$ cat config.mk
export PLATFORM = sky130hd
export DESIGN_NAME = sha1_wb_master
export DESIGN_NICKNAME = d
export VERILOG_FILES = /design/src/rtl/sha1_wb_master.sv
export SDC_FILE = /design/constraint.sdc
export NUM_CORES = 2
export LEC_CHECK = 0
export CAP_MARGIN = 20
export CORE_AREA = 2 2 304 306
export CTS_CLUSTER_SIZE = 20
export DETAILED_ROUTE_END_ITERATION = 7
export DIE_AREA = 0 0 306 308
export PLACE_DENSITY_LB_ADDON = 0.05
export SLEW_MARGIN = 30
export SYNTH_ARGS = -nofsm -noshare
export SYNTH_HDL_FRONTEND = slang
export SYNTH_SLANG_ARGS = --single-unit
$ cat constraint.sdc
create_clock -name wb_clk_i -period 45 [get_ports wb_clk_i]
set_clock_uncertainty 0.05 [all_clocks]
set_input_delay 9 -clock wb_clk_i [delete_from_list [all_inputs] [get_ports wb_clk_i]]
set_output_delay 9 -clock wb_clk_i [all_outputs]
set_load 0.01 [all_outputs]
$ cat src/rtl/sha1_wb_master.sv
// Wishbone classic initiator running one SHA1 job: engine reset, 16 message writes, OPS polling, 5 digest reads.
// Optional SHA1_WBM_ID_CHECK_EN: read and verify the peripheral ID register before any write is issued.
module sha1_wb_master #(
  parameter logic [31:0] BASE_ADDRESS = 32'h30000024,
  parameter int          ACK_TIMEOUT  = 16,
  parameter int          POLL_MAX     = 1024
) (
  input  logic         wb_clk_i,
  input  logic         reset,
  input  logic         start,
  input  logic [511:0] message_in,
  output logic         busy,
  output logic         done,
  output logic [159:0] digest,
  output logic         error,
  output logic [1:0]   error_code,
  output logic         wbm_cyc_o,
  output logic         wbm_stb_o,
  output logic         wbm_we_o,
  output logic [3:0]   wbm_sel_o,
  output logic [31:0]  wbm_adr_o,
  output logic [31:0]  wbm_dat_o,
  input  logic [31:0]  wbm_dat_i,
  input  logic         wbm_ack_i
);

  localparam logic [31:0] ADR_ID   = BASE_ADDRESS + 32'h4;
  localparam logic [31:0] ADR_OPS  = BASE_ADDRESS + 32'h8;
  localparam logic [31:0] ADR_MSG  = BASE_ADDRESS + 32'hC;
  localparam logic [31:0] ADR_DIG  = BASE_ADDRESS + 32'h10;
  localparam logic [31:0] ID_VALUE = 32'h53484131;
  localparam logic [31:0] EBUSY    = 32'hfffffff0;
  localparam int          TW       = $clog2(ACK_TIMEOUT + 1);
  localparam int          PW       = $clog2(POLL_MAX + 1);
  localparam logic [TW-1:0] TMO_LAST  = TW'(ACK_TIMEOUT - 1);
  localparam logic [PW-1:0] POLL_LAST = PW'(POLL_MAX - 1);

  typedef enum logic [2:0] {
    S_IDLE, S_ID_RD, S_RST_WR, S_MSG_WR, S_POLL_RD, S_DIG_RD, S_FIN, S_ERR
  } state_t;

  state_t             r_state;
  logic [15:0][31:0]  r_msg;
  logic [4:0][31:0]   r_digest;
  logic [3:0]         r_idx;
  logic [PW-1:0]      r_polls;
  logic [TW-1:0]      r_tmo;
  logic               r_stb;
  logic               r_we;
  logic [31:0]        r_adr;
  logic [31:0]        r_dat;
  logic               r_busy;
  logic               r_done;
  logic               r_error;
  logic [1:0]         r_code;

  logic [31:0]        w_adr;
  logic               w_we;
  logic [31:0]        w_dat;
  logic               w_ack;
  logic [1:0]         w_fail_code;

  assign w_ack = r_stb & wbm_ack_i;

  // Next transaction for the current state, launched after the mandatory idle cycle.
  always_comb begin
    w_adr = ADR_OPS;
    w_we  = 1'b0;
    w_dat = 32'h0;
    case (r_state)
      S_ID_RD:  w_adr = ADR_ID;
      S_RST_WR: begin w_we = 1'b1; w_dat = 32'h2; end
      S_MSG_WR: begin w_adr = ADR_MSG; w_we = 1'b1; w_dat = r_msg[r_idx]; end
      S_DIG_RD: w_adr = ADR_DIG;
      default: ;
    endcase
  end

  always_comb begin
    w_fail_code = 2'd0;
    if (w_ack) begin
      case (r_state)
        S_ID_RD:   if (wbm_dat_i != ID_VALUE) w_fail_code = 2'd2;
        S_POLL_RD: begin
          if (wbm_dat_i[2])                               w_fail_code = 2'd2;
          else if (!wbm_dat_i[3] && r_polls == POLL_LAST) w_fail_code = 2'd3;
        end
        S_DIG_RD:  if (wbm_dat_i == EBUSY) w_fail_code = 2'd2;
        default: ;
      endcase
    end else if (r_stb && r_tmo == TMO_LAST) begin
      w_fail_code = 2'd1;
    end
  end

  always_ff @(posedge wb_clk_i or posedge reset) begin
    if (reset) begin
      r_state  <= S_IDLE;
      r_msg    <= '0;
      r_digest <= '0;
      r_idx    <= '0;
      r_polls  <= '0;
      r_tmo    <= '0;
      r_stb    <= 1'b0;
      r_we     <= 1'b0;
      r_adr    <= 32'h0;
      r_dat    <= 32'h0;
      r_busy   <= 1'b0;
      r_done   <= 1'b0;
      r_error  <= 1'b0;
      r_code   <= 2'd0;
    end else begin
      r_done  <= 1'b0;
      r_error <= 1'b0;
      case (r_state)
        S_IDLE: begin
          if (start) begin
            r_msg    <= message_in;
            r_digest <= '0;
            r_code   <= 2'd0;
            r_busy   <= 1'b1;
            r_idx    <= '0;
            r_polls  <= '0;
            r_tmo    <= '0;
            r_stb    <= 1'b1;
`ifdef SHA1_WBM_ID_CHECK_EN
            r_state  <= S_ID_RD;
            r_adr    <= ADR_ID;
            r_we     <= 1'b0;
            r_dat    <= 32'h0;
`else
            r_state  <= S_RST_WR;
            r_adr    <= ADR_OPS;
            r_we     <= 1'b1;
            r_dat    <= 32'h2;
`endif
          end
        end
        S_FIN, S_ERR: r_state <= S_IDLE;
        default: begin
          if (w_fail_code != 2'd0) begin
            r_stb    <= 1'b0;
            r_busy   <= 1'b0;
            r_error  <= 1'b1;
            r_code   <= w_fail_code;
            r_digest <= '0;
            r_state  <= S_ERR;
          end else if (!r_stb) begin
            r_stb <= 1'b1;
            r_adr <= w_adr;
            r_we  <= w_we;
            r_dat <= w_dat;
            r_tmo <= '0;
          end else if (wbm_ack_i) begin
            r_stb <= 1'b0;
            case (r_state)
              S_ID_RD:  r_state <= S_RST_WR;
              S_RST_WR: begin r_state <= S_MSG_WR; r_idx <= '0; end
              S_MSG_WR: begin
                r_idx <= r_idx + 4'd1;
                if (r_idx == 4'd15) r_state <= S_POLL_RD;
              end
              S_POLL_RD: begin
                if (wbm_dat_i[3]) begin r_state <= S_DIG_RD; r_idx <= '0; end
                else r_polls <= r_polls + 1'b1;
              end
              S_DIG_RD: begin
                r_digest[r_idx[2:0]] <= wbm_dat_i;
                r_idx <= r_idx + 4'd1;
                if (r_idx == 4'd4) begin
                  r_state <= S_FIN;
                  r_done  <= 1'b1;
                  r_busy  <= 1'b0;
                end
              end
              default: ;
            endcase
          end else begin
            r_tmo <= r_tmo + 1'b1;
          end
        end
      endcase
    end
  end

  assign busy       = r_busy;
  assign done       = r_done;
  assign error      = r_error;
  assign error_code = r_code;
  assign digest     = r_digest;
  assign wbm_cyc_o  = r_stb;
  assign wbm_stb_o  = r_stb;
  assign wbm_we_o   = r_we;
  assign wbm_sel_o  = 4'hF;
  assign wbm_adr_o  = r_adr;
  assign wbm_dat_o  = r_dat;

endmodule
==> metrics.md <==
| Metric | Value |
|---|---|
| Status | completed |
| Avg Vias per Cell | 5.14 |
| TNS Setup | 0 ps |
| TritonRoute pass-1 iters | 5 |
| Post-CTS setup buffer count | 0 |
| Max-cap violations | 0 |
| Reg2reg setup slack | 39870 ps |
| Simple-gate share of the synthesized area | 0.221 |
| Final Max Slew Viols | 0 |
| Synth Area in XOR/XNOR | 0 |
| Syn-to-layout area delta | 36.3% |
| Clock Latency Late Sink | 650 ps |
| Die ar. | 94200 um^2 |
| Gpl congestion | 0.829 |
| DR vias | 27700 |
| Die X | 306 um |
| Hold_sp | r_msg[107] |
| Layout cells sized above 1 | 0.0682 |
| CTS sink count | 738 |
| Crit-path max FO | 89 |
| Port Buf Inserts | 753 |
| WS Path Type | in -> reg |
| Peak Freq | 0.0758 GHz |
| HPWL Detailed | 91.5 mm |
| Synth Area in Adders | 0.00195 |
| Core ar. | 91000 um^2 |
| Cts hold-fix bufs | 0 |
| Leakage Power | 20.4 nW |
| CTS tree | yes |
| Syn Inst Count | 3463 |
| Synth warn | 0 |
| CP required | 45520 ps |
| Layout Utilization | 0.482 |
| Num ports | 784 |
| Post-CTS sizing | 0 |
| Antenna violations before repair | 43 |
| Worst Reg-to-Reg Cells | 9 |
| Minimum clock period after layout | 13200 ps |
| Hold path cells | 2 |
| Multi-input gate area | 12700 um^2 |
| Average wire per standard cell | 24.6 um |
| Setup-failing EPs final | 0 |
| Rel. slew slack | 0.271 |
| Multiplexer share of the synthesized area | 0.0496 |
| Number of library cell types mapped by synthesis | 58 |
| Final Non-Filler Cells | 5401 |
| R2R Path Start | r_state[2] |
| Final worst-path cycle share | 0.293 |
| CTS clk-pin slew, worst paths | 60 ps |
| Initial DRC Count | 2272 |
| Peak VDD IR | 0.0315 mV |
| Total track usage | 0.278 |
| TritonCTS Buffers | 87 |
| CP endpoint kind | flop |
| Fill cell count | 8793 |
| Max clock buf depth | 3 |
| First-pass GRT wire length | 193 mm |
| Worst min path class | reg -> reg |
| Die span in y | 308 um |
| Compound-gate portion of the synthesized area | 0.115 |
| Post-route DRC | 0 |
| Post-DRT Antenna Nets | 0 |
| Syn Std Cell Area | 32100 um^2 |
| Final Hold Fails | 0 |
| Worst Max-Slew Pin Slew | 1090 ps |
| Cell Count Post-Placement | 5217 |
| Post-synth EDFFs | 0 |
| Root buf cell | clkbuf_16 |
| Ratio of total power to cell area | 62.5 nW/um^2 |
| RSZ-0062 raised after global routing | no |
| Row cnt | 111 |
| Setup crit start kind | input pin |
| #FFs+latches synth | 738 |
| Worst path arrival time | 13720 ps |
| Largest net degree at the start of global routing | 200 |
| Post-synthesis sequential area ratio | 0.574 |
| H-tree depth | 3 |
| GRT Residual Overflow | 0 |
| Final total power | 2.74 mW |
| Async SR Flop Fraction | 1.00 |
| Top FF cell, synth | dfrtp_1 |
| Storage cell area | 18500 um^2 |
| Commonest non-fill, non-tap cell in the layout | nand2_1 |
| Largest family of logic cells by synthesized area | simple AND/OR/NAND/NOR gates |
| Fin nets | 4675 |
| Drt total wl | 133 mm |
| Most frequent cells in the layout | nand2_1, clkdlybuf4s50_1, dfrtp_1 |
| Syn avg cell area | 9.28 um^2 |
| Crit path from | start |
| Starting density of the core | 0.353 |
| Vias in the first global route | 27900 |
layout make-up:
type	count	area share
multi-input combinational	2473	0.290
inverter	14	0.00140
clock inverter	28	0.00765
tap	1186	0.0339
timing repair buffer	808	0.185
clock buffer	131	0.0588
sequential	738	0.422
antenna	23	0.00131
cell usage after synthesis, types with 10 or more instances:
library cell  count  area share
nand2_1        1649        0.19
dfrtp_1         738        0.57
clkbuf_1        184       0.021
a22o_1          174       0.047
a21oi_1          82       0.013
o21ai_0          78       0.012
nor2_1           71      0.0083
mux2i_1          66       0.021
a221oi_1         39       0.011
buf_2            33      0.0051
buf_4            33      0.0077
mux2_2           31       0.011
mux4_2           26       0.018
a32o_1           20      0.0062
nor3_1           18      0.0028
a22oi_1          17      0.0040
buf_1            16      0.0019
inv_1            13      0.0015
nand3_1          13      0.0020
o2111ai_1        13      0.0035
or3_1            13      0.0025
nand4_1          12      0.0023
o22ai_1          11      0.0021
a221o_1          10      0.0031
o211ai_1         10      0.0023
path summary, 6_finish.rpt:
path | end
hold / removal | r_msg[107]
max in group asynchronous | digest[144]
hold reg to reg | r_msg[107]
setup reg to reg | r_msg[343]
min in group asynchronous | r_msg[157]
setup / recovery | r_msg[343]
logic make-up (layout without fill, tap and decap cells):
kind of cell             after synthesis  after routing
AND/OR/NAND/NOR                     1821           1821
flip-flops                           738            738
AO/OA/AOI/OAI                        494            494
buffers and inverters                280            981
multiplexers                         123            123
adder cells (fa/ha/maj)                5              5
other                                  2             53
state kept, by name, summed over array words and instances (netlist names), 3 cells and up:
name / count
r_tmo: 5
r_msg: 512
r_idx: 4
wbm_adr_o: 4
digest: 160
r_state: 3
r_polls: 11
wbm_dat_o: 32
worst max-delay path, stage by stage:
cell and delay (ps):
clkdlybuf4s50_1 600, or3b_2 490, a21oi_1 140, a21oi_1 180, nor2_4 670, buf_6 660, buf_4 750, buf_4 790
nand2_1 140, nand2_1 90
stage by stage:
step / setup slack (ps) / instance area [um^2] / hold WS, ps
after detailed placement: 30970 / 40800 / 408
after global routing: 31460 / 43800 / 434
after CTS: 31610 / 43700 / 422
final: 31800 / 43800 / 420
after floorplan: 15240 / 32300 / 390
after global placement: 31030 / 40700 / 402
power breakdown:
part | switching (mW) | internal (mW) | total, mW
clock network | 0.297 | 0.426 | 0.723
logic | 0.576 | 0.365 | 0.941
registers | 0.156 | 0.919 | 1.07
total | 1.03 | 1.71 | 2.74
per-layer routing:
metal / track usage / up-vias / part of all wire
li1: - / 12800 / -
met5: 0 / - / 0.0013
met2: 0.447 / 924 / 0.47
met3: 0.0557 / 188 / 0.066
met1: 0.376 / 13800 / 0.43
met4: 0.0923 / 26 / 0.030
Note: power is estimated with default switching activity, not from simulation.
